===== config.mk =====
export PLATFORM = sky130hd
export DESIGN_NAME = alu_seq
export DESIGN_NICKNAME = d
export VERILOG_FILES = /design/src/rtl/alu_seq.sv
export SDC_FILE = /design/constraint.sdc
export NUM_CORES = 1
export LEC_CHECK = 0
export ABC_AREA = 1
export CAP_MARGIN = 15
export CORE_UTILIZATION = 46
export CTS_CLUSTER_SIZE = 10
export DETAILED_ROUTE_END_ITERATION = 10
export SYNTH_ARGS = -nofsm -noshare
export SYNTH_HDL_FRONTEND = slang
export SYNTH_SLANG_ARGS = --single-unit
export TNS_END_PERCENT = 30

===== constraint.sdc =====
create_clock -name clk -period 2.9 [get_ports clk]
set_input_delay 0.58 -clock clk [delete_from_list [all_inputs] [get_ports clk]]
set_output_delay 0.58 -clock clk [all_outputs]
set_load 0.02 [all_outputs]

===== src/rtl/alu_seq.sv =====
// alu_seq: WIDTH-bit sequential ALU with start/done handshake and registered result/flags.
// Define ALU_SEQ_DIV_EN to build the iterative restoring divider for div/mod.
module alu_seq #(
  parameter int WIDTH = 16,
  parameter int OPW = 3
) (
  input  logic             clk,
  input  logic             rst_n,
  input  logic             start,
  input  logic [OPW-1:0]   operation,
  input  logic [WIDTH-1:0] in_bus,
  input  logic [WIDTH-1:0] in_AC,
  output logic             busy,
  output logic             done,
  output logic [WIDTH-1:0] data_out,
  output logic             carry,
  output logic             mul_ovf,
  output logic             div_zero,
  output logic             zero
);
  logic [2*WIDTH-1:0] prod;
  logic [WIDTH:0] sum;
  logic is_mul, is_add, is_sub, is_div, is_mod, accept;
  logic [WIDTH-1:0] res;
  logic res_c, res_o, res_dz;
  assign prod = {{WIDTH{1'b0}}, in_AC} * {{WIDTH{1'b0}}, in_bus};
  assign sum = {1'b0, in_AC} + {1'b0, in_bus};
  assign is_mul = operation == OPW'(1);
  assign is_add = operation == OPW'(2);
  assign is_sub = operation == OPW'(3);
  assign is_div = operation == OPW'(4);
  assign is_mod = operation == OPW'(5);
  assign accept = start && !busy;
  assign zero = data_out == '0;
`ifdef ALU_SEQ_DIV_EN
  localparam int CW = $clog2(WIDTH);
  typedef enum logic {IDLE, DIV} state_t;
  state_t state;
  logic [WIDTH-1:0] dvd, dvs, rem, rem_n;
  logic [CW-1:0] cnt;
  logic [WIDTH:0] sh;
  logic mod_op, ge;
  assign busy = state == DIV;
  // remainder needs one extra bit after the shift so the trial subtract never overflows
  assign sh = {rem, dvd[WIDTH-1]};
  assign ge = sh >= {1'b0, dvs};
  assign rem_n = ge ? WIDTH'(sh - {1'b0, dvs}) : sh[WIDTH-1:0];
`else
  assign busy = 1'b0;
`endif
  always_comb begin
    res = is_mul ? prod[WIDTH-1:0] : is_add ? sum[WIDTH-1:0] : is_sub ? in_AC - in_bus : in_bus;
    res_c = (is_add && sum[WIDTH]) || (is_sub && in_AC < in_bus);
    res_o = is_mul && prod[2*WIDTH-1:WIDTH] != '0;
`ifdef ALU_SEQ_DIV_EN
    res = is_div ? '1 : is_mod ? in_AC : res;
    res_dz = (is_div || is_mod) && in_bus == '0;
`else
    res = (is_div || is_mod) ? '0 : res;
    res_dz = is_div || is_mod;
`endif
  end
  always_ff @(posedge clk or negedge rst_n)
    if (!rst_n) begin
      done <= 1'b0;
      data_out <= '0;
      carry <= 1'b0;
      mul_ovf <= 1'b0;
      div_zero <= 1'b0;
`ifdef ALU_SEQ_DIV_EN
      state <= IDLE;
      dvd <= '0;
      dvs <= '0;
      rem <= '0;
      cnt <= '0;
      mod_op <= 1'b0;
`endif
    end else begin
      done <= 1'b0;
`ifdef ALU_SEQ_DIV_EN
      if (busy) begin
        rem <= rem_n;
        dvd <= {dvd[WIDTH-2:0], ge};
        cnt <= cnt - CW'(1);
        if (cnt == '0) begin
          data_out <= mod_op ? rem_n : {dvd[WIDTH-2:0], ge};
          carry <= 1'b0;
          mul_ovf <= 1'b0;
          div_zero <= 1'b0;
          done <= 1'b1;
          state <= IDLE;
        end
      end else if (accept && (is_div || is_mod) && in_bus != '0) begin
        dvd <= in_AC;
        dvs <= in_bus;
        rem <= '0;
        cnt <= CW'(WIDTH - 1);
        mod_op <= is_mod;
        state <= DIV;
      end else
`endif
      if (accept) begin
        data_out <= res;
        carry <= res_c;
        mul_ovf <= res_o;
        div_zero <= res_dz;
        done <= 1'b1;
      end
    end
endmodule


**Word-level counts from Yosys, hierarchy flattened**

Cells that the tools add are included.

- Flip-flop bits (word level): 20
- Word-level logic and storage cells: 26

- Add/subtract/negate cells: 2
- $mul: 1
- $lt $le $gt $ge: 1
- Eq/ne operators: 5
- Mux-type cells: 5
- Reductions and logical operators: 7

Operators by type and width:

| kind | number |
|---|---|
| 16-bit 2-to-1 mux | 4 |
| 16-bit by 16-bit multiplier with 32-bit output | 1 |
| 16-bit by 16-bit adder with 17-bit output | 1 |
| 16-bit zero test | 1 |
| 16-bit < comparator | 1 |
| 16-bit nonzero test | 1 |
| 16-bit subtractor | 1 |
| 3-bit by 2-bit == test with 1-bit output (second input constant) | 2 |
| 3-bit == test (second input constant) | 2 |
| 3-bit by 1-bit == test with 1-bit output (second input constant) | 1 |
| 1-bit logical AND | 3 |
| 1-bit logical OR | 2 |
| 1-bit 2-to-1 mux | 1 |

**Logic depth before layout (Yosys ltp)**

- Depth after elaboration: 5
- Depth in mapped cells: 33

**Worst setup path after synthesis**

No wires, ideal clock.

- Path type: input-to-reg
- Start point: input in_bus[1]
- End point: register mul_ovf
- Setup time: 0.116 ns
- Data arrival time: 5.616 ns
- Data required time: 2.784 ns
- Setup slack: -2.833 ns
- Stages: 29
- Path through: clkbuf_1 -> clkbuf_1 -> nand2_1 -> fa_1 -> fa_1 -> inv_1 -> fa_1 -> inv_1 -> fa_1 -> fa_1 -> fa_1 -> inv_1 -> ha_1 -> nand2_1 -> inv_1 -> nand2_1 -> nand2_1 -> nand2_1 -> nand2_1 -> a21oi_1 -> nand2_1 -> nand2_1 -> nand2_1 -> nor2_1 -> nand2_1 -> nor2_1 -> nand2_1 -> nand2_1 -> nand2_1

- Word-level cells in the longest chain between the ends: 3

Ends and longest elaborated chain:

| element | line | text |
|---|---|---|
| start, declared | 11 | `input logic [WIDTH-1:0] in_bus,` |
| 16-bit by 16-bit multiplier with 32-bit output | 26 | `assign prod = {{WIDTH{1'b0}}, in_AC} * {{WIDTH{1'b0}}, in_bus};` |
| 16-bit nonzero test | 54 | `res_o = is_mul && prod[2*WIDTH-1:WIDTH] != '0;` |
| 1-bit logical AND | 54 |  |
| end signal, assigned | 105 | `mul_ovf <= res_o;` |
| end, declared | 17 | `output logic mul_ovf,` |

No other way between the ends.
A chain may end at the register's enable or synchronous reset.

**Worst setup path in the final report**

- Start point: input in_bus[13]
- End point: register mul_ovf

The elaborated chain is that of the path after synthesis.

==> summary.md <==
| Metric | Value |
|---|---|
| Status | complete, but fails checks |
| Failing checks | DRC, setup timing |
| Post-synthesis cell type count | 43 |
| FMAX | 0.1722 GHz |
| Final Util | 62.45% |
| Initial core utilization | 47.14% |
| Antenna violations before repair | 0 |
| WL per Instance | 16.69 µm |
| Worst hold path class | reg2reg |
| CTS tree | done |
| Fin. max-slew vios | 0 |
| Unrepaired setup endpoints after global routing | yes |
| Overflow left after global routing | 0 |
| Port bufs | 58 |
| Clock Sinks | 20 |
| Post-Synthesis Cells | 1,843 |
| Synth area leaders | fa_1, nand2_1, inv_1, ha_1, dfrtp_1 |
| Grt met3 use | 3.765% |
| GR Util met1 | 40.95% |
| First-pass GRT wire length | 66,930 µm |
| GRT Max-Usage Layer | met2 |
| Largest net degree at the start of global routing | 25 |
| Maximum fanout along the worst path | 8 |
| Largest area contributor in the netlist | fa_1 |
| Gr usage total | 31.08% |
| Num CTS Buffers | 3 |
| Register area share after synthesis | 4.051% |
| Number of synthesized flops with an enable pin | 0 |
| Drt pass-1 iters | 8 |
| Syn Std Cell Area | 12,350 µm² |
| Critical path buffers and inverters | 5 |
| Layout cells sized above 1 | 20.28% |
| Least-Margin Pin Slew | 0.9440 ns |
| CP Class | in2reg |
| HPWL Detailed | 32,400 µm |
| Most common cell in the synthesized netlist | nand2_1 |
| Clock tree buffer depth | 2 |
| Synth Flop Type | dfrtp_1 |
| Mapped Avg Cell Area | 6.703 µm² |
| Delay-heaviest family, CP | adder cells |
| Worst EP required | 3.04 ns |
| Fin crit share | 200.3% |
| Synthesized flop and latch total | 20 |
| Full die area | 27,510 µm² |
| Iteration-0 DRC Markers | 766 |
| Crit end category | flip-flop |
| Final ANT Viol Nets | 0 |
| Vias | 12,080 |
| # diodes | 0 |
| Clock-pin slew on the worst setup and hold paths | 0.06 ns |
| Worst Path Arrival | 5.95 ns |
| Number of top-level pins | 60 |
| Fin worst setup slack | -2.908 ns |
| Htree depth | 1 |
| Synthesized Nets | 2,213 |
| Clk_lat worst skew | 0.25 ns |
| Max Cap Viol | 0 |
| Slew HR | 36.87% |
| Die W | 165.9 µm |
| Placer Congestion | 0.9220 |
| Fin Clk Skew | 0 ns |
| Top cells by count, synth | nand2_1, inv_1, fa_1 |
| Final Critical Period | 5.808 ns |
| Num rows | 59 |
| Final-stage net count | 2,472 |
| Area Growth Syn to Fin | 32.49% |
| Vias in the first global route | 12,770 |
| Synth top area share | 31.76% |
| Slowest-stage cell, CP | fa_1 |
| Cell mode on critical path | nand2_1 |
| Final setup vio count | 15 |
| Drt drc | 4 |
| WL final | 40,650 µm |
| Hold Fails Final Rpt | 0 |
| Core area | 26,210 µm² |
| Chip Height | 165.9 µm |
| GR Util met2 | 54.09% |
| Syn. warnings | 0 |
| Hold_ws | 0.4898 ns |
| Root buffer cell | clkbuf_16 |
| Worst Setup Start Kind | primary input |
| Async SR Flop Fraction | 100.0% |
| Via density | 4.958 |
| Crit-path max cell delay | 0.56 ns |
## state kept, by name (all words and copies together) (netlist names)
register and cells:
carry 1, div_zero 1, done 1, data_out 16, mul_ovf 1
## area by class of cell
class	count	area, µm²
repair buffers	321	3208
well taps	335	419.2
inverters	515	1933
flip-flops and latches	20	500.5
clock buffers	4	88.84
fillers	2406	9839
multi-input cells	1241	10220
## cell families (layout without fill, tap and decap cells)
| group | Yosys count | in the layout | share of synthesized area, % |
|---|---|---|---|
| and+or+nand+nor | 744 | 744 | 24.49 |
| buffers and inverters | 582 | 840 | 17.94 |
| adders and majority gates | 332 | 332 | 45.54 |
| AOI/OAI and AO/OA | 141 | 141 | 6.320 |
| xor gates and xnor gates | 23 | 23 | 1.631 |
| DFF | 20 | 20 | 4.051 |
| other | 1 | 1 | 0.03036 |
## worst register-to-register path, delay by kind of cell, from the launching register on
family / cells / cell delay (ns)
flops: 1 / 0.36
buf+inv: 1 / 0.05
compound gates: 1 / 0.19
## what timing repair did
item	in CTS	in global routing
buffers inserted	23	1
hold buffers	0	0
pin swaps	30	21
gates cloned	14	0
endpoints found under the setup margin	15	15
gates resized for setup	133	51
## metrics by stage
step,area [µm²],cells,worst slack (ns),TNS (ns)
CTS,16180,2435,-2.986,-27.12
global route,16370,2436,-3.153,-30.24
detailed placement,15230,2394,-3.370,-35.36
floorplan,12810,1843,-2.428,-21.90
global placement,15230,2394,-3.393,-34.94
finish,16370,2436,-2.908,-27.13
## path summary, 6_finish.rpt
kind / from / to / slack, ns / depth (start not counted)
worst max-delay path: in_bus[13] / mul_ovf$_DFFE_PN0P_ / -2.91 / 27
worst min-delay path: mul_ovf$_DFFE_PN0P_ / mul_ovf$_DFFE_PN0P_ / 0.49 / 2
worst max register to register: data_out[1]$_DFFE_PN0P_ / data_out[1]$_DFFE_PN0P_ / 2.21 / 2
worst min register to register: mul_ovf$_DFFE_PN0P_ / mul_ovf$_DFFE_PN0P_ / 0.49 / 2
max in group asynchronous: rst_n / data_out[15]$_DFFE_PN0P_ / 1.47 / 1
min in group asynchronous: rst_n / data_out[3]$_DFFE_PN0P_ / 0.86 / 1
## layout by cell type, fill, tap and decap left out, types with 4 or more instances in the layout
master	Yosys	routed
a21oi_1	61	55
a21oi_2	1	7
buf_12	0	25
buf_2	7	9
buf_4	6	208
buf_6	0	17
bufbuf_16	0	13
clkdlybuf4s15_2	0	7
clkdlybuf4s50_1	0	30
dfrtp_1	20	20
dlygate4sd2_1	0	8
fa_1	196	184
fa_2	0	12
ha_1	136	110
ha_2	0	4
ha_4	0	22
inv_1	508	493
inv_2	7	22
nand2_1	557	525
nand2_2	7	30
nand2_4	0	8
nand3_1	57	53
nand3_2	4	6
nand4_1	12	12
nor2_1	83	74
nor2_2	8	8
nor2_4	3	12
nor3_1	4	4
o21ai_0	45	40
o21ai_1	11	16
o21bai_1	4	4
xnor2_1	6	6
xor2_1	17	17
## layer usage
layer	up-vias	wire length, µm	share of wire, %
met2	335	19530	48
met4	0	1126	2.8
met5	-	0	0
met1	5796	17630	43
li1	5872	-	-
met3	75	2369	5.8
Power is not shown: default switching activity piles up to over one toggle a cycle in this logic, so the estimate is an artifact.
